### src/rtl/ysyx_22041071_axi_w.sv
// AXI4 write-channel master: one outstanding AW -> W beats -> B transaction, with
// sub-word lane alignment. Optional BID check enabled by YSYX_22041071_AXI_W_BID_CHECK_EN.

`ifndef ysyx_22041071_AXI_DATA_WIDTH
`define ysyx_22041071_AXI_DATA_WIDTH 64
`endif
`ifndef ysyx_22041071_AXI_ADDR_WIDTH
`define ysyx_22041071_AXI_ADDR_WIDTH 64
`endif
`ifndef ysyx_22041071_AXI_ID_WIDTH
`define ysyx_22041071_AXI_ID_WIDTH 4
`endif
`ifndef ysyx_22041071_AXI_LEN_WIDTH
`define ysyx_22041071_AXI_LEN_WIDTH 8
`endif

module ysyx_22041071_axi_w (
    input  logic                                       clk,
    input  logic                                       reset,

    input  logic                                       cpu_aw_valid,
    output logic                                       cpu_aw_ready,
    input  logic [`ysyx_22041071_AXI_ID_WIDTH-1:0]     cpu_id,
    input  logic [`ysyx_22041071_AXI_ADDR_WIDTH-1:0]   cpu_addr,
    input  logic [`ysyx_22041071_AXI_LEN_WIDTH-1:0]    cpu_len,
    input  logic [1:0]                                 cpu_size,
    input  logic                                       cpu_w_valid,
    output logic                                       cpu_w_ready,
    input  logic [`ysyx_22041071_AXI_DATA_WIDTH-1:0]   cpu_w_data,
    output logic                                       cpu_b_valid,
    output logic [1:0]                                 cpu_b_resp,

    output logic                                       axi_aw_valid_o,
    input  logic                                       axi_aw_ready_i,
    output logic [`ysyx_22041071_AXI_ID_WIDTH-1:0]     axi_aw_id_o,
    output logic [`ysyx_22041071_AXI_ADDR_WIDTH-1:0]   axi_aw_addr_o,
    output logic [`ysyx_22041071_AXI_LEN_WIDTH-1:0]    axi_aw_len_o,
    output logic [2:0]                                 axi_aw_size_o,
    output logic [1:0]                                 axi_aw_burst_o,
    output logic [2:0]                                 axi_aw_prot_o,
    output logic                                       axi_aw_user_o,
    output logic                                       axi_aw_lock_o,
    output logic [3:0]                                 axi_aw_cache_o,
    output logic [3:0]                                 axi_aw_qos_o,
    output logic [3:0]                                 axi_aw_region_o,

    output logic                                       axi_w_valid_o,
    input  logic                                       axi_w_ready_i,
    output logic [`ysyx_22041071_AXI_DATA_WIDTH-1:0]   axi_w_data_o,
    output logic [`ysyx_22041071_AXI_DATA_WIDTH/8-1:0] axi_w_strb_o,
    output logic                                       axi_w_last_o,
    output logic                                       axi_w_user_o,

    input  logic                                       axi_b_valid_i,
    output logic                                       axi_b_ready_o,
    input  logic [1:0]                                 axi_b_resp_i,
    input  logic [`ysyx_22041071_AXI_ID_WIDTH-1:0]     axi_b_id_i,
    input  logic                                       axi_b_user_i
);

    localparam int unsigned DataW = `ysyx_22041071_AXI_DATA_WIDTH;
    localparam int unsigned AddrW = `ysyx_22041071_AXI_ADDR_WIDTH;
    localparam int unsigned IdW   = `ysyx_22041071_AXI_ID_WIDTH;
    localparam int unsigned LenW  = `ysyx_22041071_AXI_LEN_WIDTH;
    localparam int unsigned StrbW = DataW / 8;
    localparam int unsigned OffW  = $clog2(StrbW);

    typedef enum logic [1:0] {StIdle, StAddr, StData, StResp} state_e;

    state_e            state_q, state_d;
    logic [IdW-1:0]    id_q;
    logic [AddrW-1:0]  addr_q;
    logic [LenW-1:0]   len_q;
    logic [1:0]        size_q;
    logic [LenW-1:0]   beat_cnt_q;
    logic              b_valid_q;
    logic [1:0]        b_resp_q, b_resp_d;

    logic              req_accept;
    logic              aw_fire;
    logic              w_fire;
    logic              b_fire;
    logic              w_last;
    logic [OffW-1:0]   off;
    logic [StrbW-1:0]  strb_base;

    assign req_accept = (state_q == StIdle) & cpu_aw_valid;
    assign aw_fire    = (state_q == StAddr) & axi_aw_ready_i;
    assign w_fire     = (state_q == StData) & cpu_w_valid & axi_w_ready_i;
    assign b_fire     = (state_q == StResp) & axi_b_valid_i;
    assign w_last     = (beat_cnt_q == len_q);
    assign off        = addr_q[OffW-1:0];

    // State register
    always_ff @(posedge clk) begin
        if (reset) begin
            state_q <= StIdle;
        end else begin
            state_q <= state_d;
        end
    end

    // Next-state logic
    always_comb begin
        state_d = state_q;
        case (state_q)
            StIdle:  if (cpu_aw_valid)     state_d = StAddr;
            StAddr:  if (axi_aw_ready_i)   state_d = StData;
            StData:  if (w_fire && w_last) state_d = StResp;
            StResp:  if (axi_b_valid_i)    state_d = StIdle;
            default: state_d = StIdle;
        endcase
    end

    // Request capture, beat counting and B response capture
    always_ff @(posedge clk) begin
        if (reset) begin
            id_q       <= '0;
            addr_q     <= '0;
            len_q      <= '0;
            size_q     <= '0;
            beat_cnt_q <= '0;
            b_valid_q  <= 1'b0;
            b_resp_q   <= 2'b00;
        end else begin
            if (req_accept) begin
                id_q   <= cpu_id;
                addr_q <= cpu_addr;
                len_q  <= cpu_len;
                size_q <= cpu_size;
            end
            if (aw_fire) begin
                beat_cnt_q <= '0;
            end else if (w_fire) begin
                beat_cnt_q <= beat_cnt_q + 1'b1;
            end
            b_valid_q <= b_fire;
            if (b_fire) begin
                b_resp_q <= b_resp_d;
            end
        end
    end

`ifdef YSYX_22041071_AXI_W_BID_CHECK_EN
    // A response for some other ID is reported to the core as a slave error.
    assign b_resp_d = (axi_b_id_i != id_q) ? 2'b10 : axi_b_resp_i;
`else
    assign b_resp_d = axi_b_resp_i;
`endif

    logic unused_ok;
    assign unused_ok = ^{axi_b_id_i, axi_b_user_i, id_q};

    always_comb begin
        strb_base = '0;
        case (size_q)
            2'b00:   strb_base = StrbW'(8'h01);
            2'b01:   strb_base = StrbW'(8'h03);
            2'b10:   strb_base = StrbW'(8'h0F);
            default: strb_base = StrbW'(8'hFF);
        endcase
    end

    // Output logic
    always_comb begin
        cpu_aw_ready    = (state_q == StIdle);
        cpu_w_ready     = (state_q == StData) & axi_w_ready_i;
        cpu_b_valid     = b_valid_q;
        cpu_b_resp      = b_resp_q;

        axi_aw_valid_o  = (state_q == StAddr);
        axi_aw_id_o     = id_q;
        axi_aw_addr_o   = {addr_q[AddrW-1:OffW], {OffW{1'b0}}};
        axi_aw_len_o    = len_q;
        axi_aw_size_o   = {1'b0, size_q};
        axi_aw_burst_o  = 2'b01;
        axi_aw_prot_o   = 3'b000;
        axi_aw_user_o   = 1'b0;
        axi_aw_lock_o   = 1'b0;
        axi_aw_cache_o  = 4'b0000;
        axi_aw_qos_o    = 4'b0000;
        axi_aw_region_o = 4'b0000;

        // Right-justified CPU data is steered to the byte lane picked by the low address bits.
        axi_w_valid_o   = (state_q == StData) & cpu_w_valid;
        axi_w_data_o    = cpu_w_data << {off, 3'b000};
        axi_w_strb_o    = strb_base << off;
        axi_w_last_o    = w_last;
        axi_w_user_o    = 1'b0;

        axi_b_ready_o   = (state_q == StResp);
    end

endmodule

### config.mk
export PLATFORM = sky130hd
export DESIGN_NAME = ysyx_22041071_axi_w
export DESIGN_NICKNAME = d
export VERILOG_FILES = /design/src/rtl/ysyx_22041071_axi_w.sv
export SDC_FILE = /design/constraint.sdc
export NUM_CORES = 1
export LEC_CHECK = 0
export ABC_AREA = 1
export BUFFER_PORTS_ARGS = -buffer_cell sky130_fd_sc_hd__buf_2
export CORE_ASPECT_RATIO = 0.75
export CORE_MARGIN = 2
export CORE_UTILIZATION = 35
export DETAILED_ROUTE_END_ITERATION = 7
export PLACE_DENSITY = 0.66
export SLEW_MARGIN = 20
export SYNTH_ARGS = -nofsm -noshare
export SYNTH_HDL_FRONTEND = slang
export SYNTH_SLANG_ARGS = --single-unit
### constraint.sdc
create_clock -name clk -period 2.7 [get_ports clk]
set_input_delay 0.405 -clock clk [delete_from_list [all_inputs] [get_ports clk]]
set_output_delay 0.405 -clock clk [all_outputs]
set_load 0.01 [all_outputs]
# After elaboration in Yosys (flattened, before gate mapping)

Cells that the tools add are included.

Register bits after elaboration: 91
Input port bits: 156
Output and inout bits: 180
Logic and storage cells: 38

$add $sub $neg: 1
Equal/unequal tests: 10
Shifts and indexed selects: 2
Mux-type cells: 6
Bitwise operators: 6
Reductions and logical operators: 5

Operators with widths:

| operator            | number |
|---|---|
| $shl 64x6->64       | 1 |
| $pmux 8 s3          | 1 |
| $add 8x1->8 const B | 1 |
| $eq 8x8->1          | 1 |
| $mux 2              | 4 |
| $pmux 2 s4          | 1 |
| $shl 8x3->8         | 1 |
| $and 1x1->1         | 6 |
| $eq 2x2->1 const B  | 3 |
| $ne 2x2->1 const B  | 3 |
| $eq 2x1->1 const B  | 2 |
| $logic_not 2->1     | 2 |
| $reduce_and 4->1    | 1 |
| $ne 2x1->1 const B  | 1 |
| $reduce_or 2->1     | 1 |
| $logic_and 1x1->1   | 1 |

# Depth between registers and ports, before layout

Gate-level depths: netlist of the first run.

Depth after elaboration: 6
Mapped depth: 10

# Worst setup path after synthesis of the first run

Ideal clock, no wire load.

Path kind: register -> output
Start point: register addr_q[0]
End point: output axi_w_data_o[55]
Data arrival time: 1.191 ns
Path slack: 1.104 ns
Stages on the path, launching flop included: 7
Path buffers: 3
Cells stage by stage: dfxtp_1 -> buf_2 -> buf_6 -> buf_6 -> o21ai_0 -> o21ai_0 -> o21ai_0

Cells in the longest elaborated chain, start to end: 1

Ends and longest elaborated chain:

| element                  | line | source |
|---|---|---|
| start: declaration       | 72   | `logic [AddrW-1:0] addr_q;` |
| start signal: assignment | 128  | `addr_q <= cpu_addr;` |
| $shl 64x6->64            | 186  | `axi_w_data_o = cpu_w_data << {off, 3'b000};` |
| end: declaration         | 49   | `` output logic [`ysyx_22041071_AXI_DATA_WIDTH-1:0] axi_w_data_o, `` |

Every way passes these cells.

# Worst setup path in the final report of the first run

Start point: register addr_q[0]
End point: output axi_w_data_o[58]

Same word-level chain as after synthesis.

==> impl_metrics.ini, run 1 <==
[clock_tree]
cts_buffer_depth = 2
cts-root-buf = clkbuf_16
ctsResizeCount = 0
clk_pin_slew_ns = 0.07
clk_latency_ns = 0.34
cts_setup_buffers = 0
cts_hold_buf = 0
cts_tree = done
htree_levels = 3
numCtsBuffers = 9
clock-sinks = 91

[critical_path]
worstSetupPathType = reg -> out
start_kind = register
worstPathMaxFanout = 18
cp.required_ns = 2.30
regToRegSetupSlack_ns = 0.98
r2r-end = beat_cnt_q[6]
r2r_start = state_q[0]
end_kind = output port
cp.arrival_ns = 2.03
endpoint = axi_w_data_o[58]
r2r_cells = 9
cp-startpoint = addr_q[0]

[yosys]
synth_top_area_frac = 0.3160
ys_ff_latch = 91
synthXorXnorAreaFrac = 0.007595
yosysSeqAreaShare = 0.3160
synth_top_cell_by_area = dfxtp_1
synth-compound-area-share = 0.1586
ys_warn_count = 0
ys_dominant_reg_cell = dfxtp_1
ys_async_sr_fraction = 0
synth-edff-count = 0
synth_most_common_cell = nor2_1
synthTopCellsByCount = 190 x nor2_1, 153 x nand2_1, 143 x o21ai_0
yosys.area_share.adder = 0.01085
synthSimpleGateAreaFrac = 0.2743
synth_top_family_by_area = simple AND/OR/NAND/NOR gates
netlist_area_um2 = 5766
muxShareOfSynthArea = 0.04167
synth_cell_types = 30
syn_area_per_cell_um2 = 6.456
postSynthCellCount = 893
yosys-top-cells-area = dfxtp_1 32%, o21ai_0 12%, nor2_1 12%

[detailed_routing]
dr.pass1.iters = 5
drtIter0Drc = 344
num_vias = 6235
drt-wirelength-per-cell_um = 13.73
ant_nets = 0
viasPerCell = 4.720
drc = 0
routed_wirelength_um = 18130

[placement]
dpl_cell_area_um2 = 6892
numPortBuffers = 306
gp_congestion = 0.9115
post-place-ws_ns = 0.6407
dp.cells = 1304
dpl.hpwl_um = 13820

[floorplan]
core_area_um2 = 16070
initial_core_util = 0.3589
die-area_um2 = 17530
floorplan.io_pins = 336
die_w_um = 152.2
die_h_um = 115.2
rows = 40

[sta]
finalSetupTns_ns = 0
fin_ws_ns = 0.2652
fmax_ghz = 0.4107
grt_setup_unrepaired = no
hold_ws_ns = 0.2539
setup_violations = 0
skew_ns = 0.006749
hold_violations = 0
maxSlewViolCount = 0
fin_crit_ns = 2.435
finalCritPeriodShare = 0.9018

[global_routing]
grt_pass1_wl_um = 28110
grt-ovfl-total = 0
first_global_vias = 5635
grt_util_all_layers = 0.1970
grt_max_degree = 89
grt_antenna_before_repair = 1

[run_status]
outcome = completed

[pwr]
leakage_nw = 3.780
ir_worst_vdd_v = 0.0005160
pwr_density_cell_nw_per_um2 = 938.4
total_power_mw = 6.737

[finish]
synthToLayoutAreaGrowth_pct = 24.52
drive_gt1_frac = 0.3099
final_nets = 1266
final_cells = 1321
design_area_um2 = 7179
nFillCells = 1758
final_util = 0.4469

[min_path]
holdPathStages = 2
hp-class = in -> reg

[job]
drv_cap = 0
[placed cells by master (no fill, tap or decap), types with 5 or more instances in the layout]
master	n
buf_2	306
nor2_1	190
nand2_1	152
o21ai_0	143
dfxtp_1	90
inv_1	49
nand3_1	44
mux2i_1	24
conb_1	24
a21oi_1	20
o22ai_1	11
clkbuf_16	9
buf_4	8
ha_1	5
[power by group]
part	switching [mW]	leakage [nW]	internal [mW]
Combinational	2.26	2.89	1.36
Sequential	0.210	0.751	1.69
Clock	0.574	0.138	0.646
[flip-flops by register name (all words and copies together) (netlist names)]
signal	cells
cpu_b_valid	1
state_q	2
beat_cnt_q	8
axi_aw_len_o	8
cpu_b_resp	2
addr_q	64
size_q	2
axi_aw_id_o	4
[worst max-delay path: stages, from the launching register on]
cell	delay (ns)
dfxtp_2	0.57
buf_4	0.31
mux2i_1	0.26
nand2_1	0.07
o21ai_0	0.16
o21ai_0	0.15
buf_2	0.16
[layout make-up]
cell class / instances / area (µm²) / share of cell area
diodes: 1 / 2.502 / 0.0003486
clock buffers: 10 / 229.0 / 0.03189
clock inverters: 6 / 56.30 / 0.007842
inverters: 53 / 198.9 / 0.02771
multi-input cells: 632 / 2935 / 0.4089
flip-flops and latches: 91 / 1823 / 0.2539
well taps: 210 / 262.8 / 0.03660
repair buffers: 318 / 1672 / 0.2328
[logic make-up (layout without fill, tap and decap cells)]
group / after synthesis / count (layout)
mux: 24 / 24
buf+inv: 192 / 387
fa+ha+maj: 5 / 5
simple gates: 396 / 396
compound gates: 178 / 178
xor+xnor: 5 / 5
other cells: 2 / 25
flops: 91 / 91
[metal layers]
layer  part of all wire  GRT usage  up-vias
li1                   -          -     3182
met1               0.44     0.2526     2790
met2               0.46     0.3228      242
met3              0.079    0.05692       21
met4              0.015    0.06355        0
met5                  0          0        -
[worst min-delay path by stage]
| stage | from | endpoint | slack, ns |
|---|---|---|---|
| floorplan | addr_q[10] | addr_q[10] | 0.46 |
| global placement | addr_q[31] | addr_q[31] | 0.46 |
| detailed placement | addr_q[35] | addr_q[35] | 0.47 |
| CTS | reset | cpu_b_valid | 0.23 |
| global route | reset | cpu_b_valid | 0.24 |
| finish | reset | cpu_b_valid | 0.25 |
Note: power is estimated with default switching activity, not from simulation.
==> run 2: changes to the inputs <==
Settings changed: PLACE_DENSITY 0.66 to 0.69, REMOVE_ABC_BUFFERS from default to 1.
Clock period 2.7 ns to 2.1 ns, I/O delays scaled along.
==> run 2 against run 1 <==
Utilization rose by 0.88 points. Sequential power is 28% higher. Flip-flop and latch count did not move. Global-route usage shrank 0.32 points. First-iteration DRC count increased by 8.4%. Total power increased by 31%. Clock skew rose by 0.0018 ns. Register-to-register slack worse by 0.61 ns. Critical path type unchanged. Largest cell class unchanged. Highest routed layer unchanged.
==> impl_metrics.ini, run 2 (synthesis results as in run 1) <==
[sta]
fin_ws_ns = 0.08455
fmax_ghz = 0.4962
hold_ws_ns = 0.1733
finalSetupTns_ns = 0
hold_violations = 0
max_slew.worst_pin.slew_ns = 0.7240
relSlewSlack = 0.5173
finalCritPeriodShare = 0.9597
setup_violations = 0
grt_setup_unrepaired = yes
skew_ns = 0.008574
fin_crit_ns = 2.015
maxSlewViolCount = 0

[detailed_routing]
drc = 0
route.met2.wl_um = 8623
drt-wirelength-per-cell_um = 13.60
num_vias = 6251
drtIter0Drc = 373
ant_nets = 0
viasPerCell = 4.714
wl_met3_um = 1576
drt-met1-wl_um = 7536
top_layer = met4
routed_wirelength_um = 18030
dr.pass1.iters = 4

[finish]
final_nets = 1270
synthToLayoutAreaGrowth_pct = 26.97
layout.cells.most_common_list = 306 x buf_2, 190 x nor2_1, 150 x nand2_1, 131 x o21ai_0, 90 x dfxtp_1
largest_reg_flops = 64
top_register = addr_q
mostFrequentLayoutCell = buf_2
drive_gt1_frac = 0.3205
final_util = 0.4557

[critical_path]
worstSetupPathType = reg -> out
worst_path_max_delay_cell = dfxtp_4
cp.arrival_ns = 1.70
cp.required_ns = 1.78
start_kind = register
end_kind = output port
crit_chain = buf_12, o21ai_0, o22ai_1, inv_1, o21ai_0, buf_2
cpMostUsedCell = o21ai_0
worstPathMaxFanout = 17
crit_path_max_incr_delay_ns = 0.45

[floorplan]
initial_core_util = 0.3589
die_w_um = 152.2
core_area_um2 = 16070
die_h_um = 115.2
rows = 40
floorplan.io_pins = 336
die-area_um2 = 17530

[pwr]
internal_power_mw = 4.894
pwr-share-seq = 0.277
pwr_density_cell_nw_per_um2 = 1203
p_clk_frac = 0.175
total_power_mw = 8.809
combPwrFrac = 0.548
p_sw_frac = 0.4445
ir_worst_vdd_v = 0.0006880
p_switching_mw = 3.915
leakage_nw = 3.829

[global_routing]
grt_pass1_wl_um = 28040
grt-ovfl-total = 0
grt_util_all_layers = 0.1939
grt_antenna_before_repair = 2
first_global_vias = 5689
grt_max_degree = 89

[clock_tree]
cts-root-buf = clkbuf_16
htree_levels = 3
numCtsBuffers = 9
cts_tree = done
clk_latency_ns = 0.33
clock-sinks = 91
clk_pin_slew_ns = 0.07
cts_buffer_depth = 2

[job]
drv_cap = 0

[min_path]
hp-class = in -> reg

[placement]
gp_congestion = 0.9279
post-place-ws_ns = 0.3509
dpl.hpwl_um = 13500
numPortBuffers = 306

[run_status]
outcome = completed
run 2: cell count changes in the layout (fill, tap and decap cells not counted), sizes merged:
cell	previous run	this run
buf	318	320
clkbuf	10	12
clkinvlp	1	3
diode	1	2
inv	56	54
run 2: final cells by class:
type | instances | area (µm²)
diodes | 2 | 5.005
clock buffers | 10 | 239.0
clock inverters | 6 | 48.80
fillers | 1702 | 8745
inverters | 53 | 201.4
multi-input cells | 632 | 2964
flip-flops and latches | 91 | 1826
well taps | 210 | 262.8
repair buffers | 322 | 1774
run 2: per-layer routing:
layer	up-vias	track usage
met4	0	0.06044
met2	251	0.3405
met5	-	0
met1	2798	0.2324
met3	16	0.05503
li1	3186	-
run 2: final timing paths:
kind | startpoint | to | slack [ns] | cells after the start
min reg2reg | addr_q[48] | addr_q[48] | 0.47 | 2
max | addr_q[0] | axi_w_data_o[52] | 0.08 | 6
max reg2reg | state_q[0] | addr_q[52] | 0.37 | 7
min | reset | cpu_b_valid | 0.17 | 2
run 2: critical path, delay by kind of cell (launching register included):
| kind | cells | cell delay, ns |
|---|---|---|
| AO/OA/AOI/OAI | 3 | 0.48 |
| flip-flops | 1 | 0.45 |
| buffers and inverters | 3 | 0.42 |
run 2: through the flow:
stage / std cells / area [µm²]
finish: 1326 / 7321
global route: 1325 / 7318
CTS: 1321 / 7214
detailed placement: 1305 / 6924
global placement: 1305 / 6924
floorplan: 776 / 4954
run 2: power by group through the flow:
stage	Combinational, mW	Clock [mW]	Sequential, mW
finish	4.83	1.54	2.44
global route	5.39	1.65	2.50
CTS	4.74	1.58	2.43
detailed placement	4.73	0	2.46
global placement	4.71	0	2.44
floorplan	2.38	0	2.79
run 2: timing repair:
item	CTS	global route
buffers inserted	0	1
gates resized for setup	1	20
pin swaps	0	0
hold buffers	0	0
cloned	0	2
endpoints found under the setup margin	1	24
==> run 3: changes to the inputs <==
Settings changed: CELL_PAD_IN_SITES_DETAIL_PLACEMENT from default to 0, CELL_PAD_IN_SITES_GLOBAL_PLACEMENT from default to 1, CORE_UTILIZATION 35 to 26, PLACE_DENSITY 0.69 to default, PLACE_DENSITY_LB_ADDON from default to 0.1.
==> run 3 against run 2 <==
Critical endpoint unchanged. Fmax rose by 0.13%. Global-route usage down 2.8 points. Worst setup slack gained 0.0025 ns.
==> impl_metrics.ini, run 3 (synthesis results as in run 1) <==
[run_status]
outcome = completed

[job]
drv_cap = 0

[sta]
fin_crit_ns = 2.013
fin_ws_ns = 0.08708
grt_setup_unrepaired = yes
hold_violations = 0
finalSetupTns_ns = 0
hold_ws_ns = 0.1762
skew_ns = 0.009796
finalCritPeriodShare = 0.9585
setup_violations = 0
fmax_ghz = 0.4968
maxSlewViolCount = 0

[pwr]
ir_worst_vdd_v = 0.0004690
leakage_nw = 3.830
pwr_density_cell_nw_per_um2 = 1220
total_power_mw = 9.019

[placement]
gp_congestion = 0.7838
post-place-ws_ns = 0.3442
dpl.hpwl_um = 15240
numPortBuffers = 306

[finish]
final_nets = 1271
synthToLayoutAreaGrowth_pct = 28.26
seq_area_um2 = 1826
mostFrequentLayoutCell = buf_2
drive_gt1_frac = 0.3193
top_register = addr_q
largest_reg_flops = 64
multi_input_area_um2 = 2954
nFillCells = 2538
layout.cells.most_common_list = 306 x buf_2, 189 x nor2_1, 150 x nand2_1, 136 x o21ai_0, 90 x dfxtp_1
num_antenna_cells = 0

[global_routing]
grt_pass1_wl_um = 31170
grt-ovfl-total = 0
first_global_vias = 5617
grt_antenna_before_repair = 1
grt_util_all_layers = 0.1661
grt_max_degree = 66

[critical_path]
worstSetupPathType = reg -> out
cp.arrival_ns = 1.70
end_kind = output port
cp.required_ns = 1.78
worstPathMaxFanout = 6
start_kind = register

[detailed_routing]
viasPerCell = 4.333
ant_nets = 0
drt-wirelength-per-cell_um = 14.24
drc = 0
routed_wirelength_um = 20060
dr.pass1.iters = 6
num_vias = 6105
drtIter0Drc = 356

[floorplan]
floorplan.io_pins = 336
die-area_um2 = 23400
die_w_um = 176.0
rows = 47
die_h_um = 133.0
initial_core_util = 0.2628
core_area_um2 = 21930

[clock_tree]
cts_tree = done
numCtsBuffers = 9
clk_pin_slew_ns = 0.07
clock-sinks = 91
cts_hold_buf = 0
cts_buffer_depth = 2
cts-root-buf = clkbuf_16
htree_levels = 3
clk_latency_ns = 0.34
cts_setup_buffers = 0

[min_path]
hp-class = in -> reg
-- run 3: cell types whose count changed in the layout (fill, tap and decap cells not counted), sizes merged --
cell and change:
clkinvlp -2, diode -2, bufinv +2, clkbuf -2, buf +3
-- run 3: layer usage --
layer | GRT usage | up-vias | wire (µm)
met5 | 0 | - | 12
li1 | - | 3192 | -
met3 | 0.04109 | 13 | 1235
met1 | 0.2358 | 2714 | 9679
met2 | 0.2603 | 184 | 8936
met4 | 0.02250 | 2 | 199
-- run 3: per-stage QoR --
stage | std cells | util | cell area, µm²
4_1_cts | 1409 | 0.3357 | 7363
3_3_place_gp | 1393 | 0.3207 | 7034
3_5_place_dp | 1393 | 0.3207 | 7034
5_1_grt | 1409 | 0.3371 | 7395
6_report | 1409 | 0.3371 | 7395
2_1_floorplan | 776 | - | 4954
-- run 3: timing repair --
action / 4_1_cts / 5_1_grt
setup endpoints to repair: 2 / 38
gates resized for setup: 1 / 18
pin swaps: 0 / 1
-- run 3: path summary, 6_finish.rpt --
check	from	end	slack (ns)	depth (start not counted)
hold reg to reg	addr_q[26]	addr_q[26]	0.48	2
setup / recovery	addr_q[1]	axi_w_data_o[52]	0.09	7
hold / removal	reset	cpu_b_valid	0.18	2
setup reg to reg	state_q[0]	beat_cnt_q[7]	0.44	8
-- run 3: power by group --
group	switching [mW]	internal [mW]
Clock	0.723	1.06
Sequential	0.249	2.18
Combinational	3.00	1.82
-- run 3: area by class of cell --
type	instances	area share
multi-input cells	632	0.3995
flip-flops and latches	91	0.2469
repair buffers	323	0.2327
well taps	294	0.04975
clock buffers	10	0.03096
inverters	53	0.02724
clock inverters	6	0.01303
-- run 3: critical path, stage by stage (launching register included) --
cell	delay (ns)
dfxtp_1	0.39
inv_2	0.06
nor2_2	0.10
inv_1	0.16
o22ai_1	0.19
inv_1	0.07
o21ai_0	0.21
buf_2	0.18
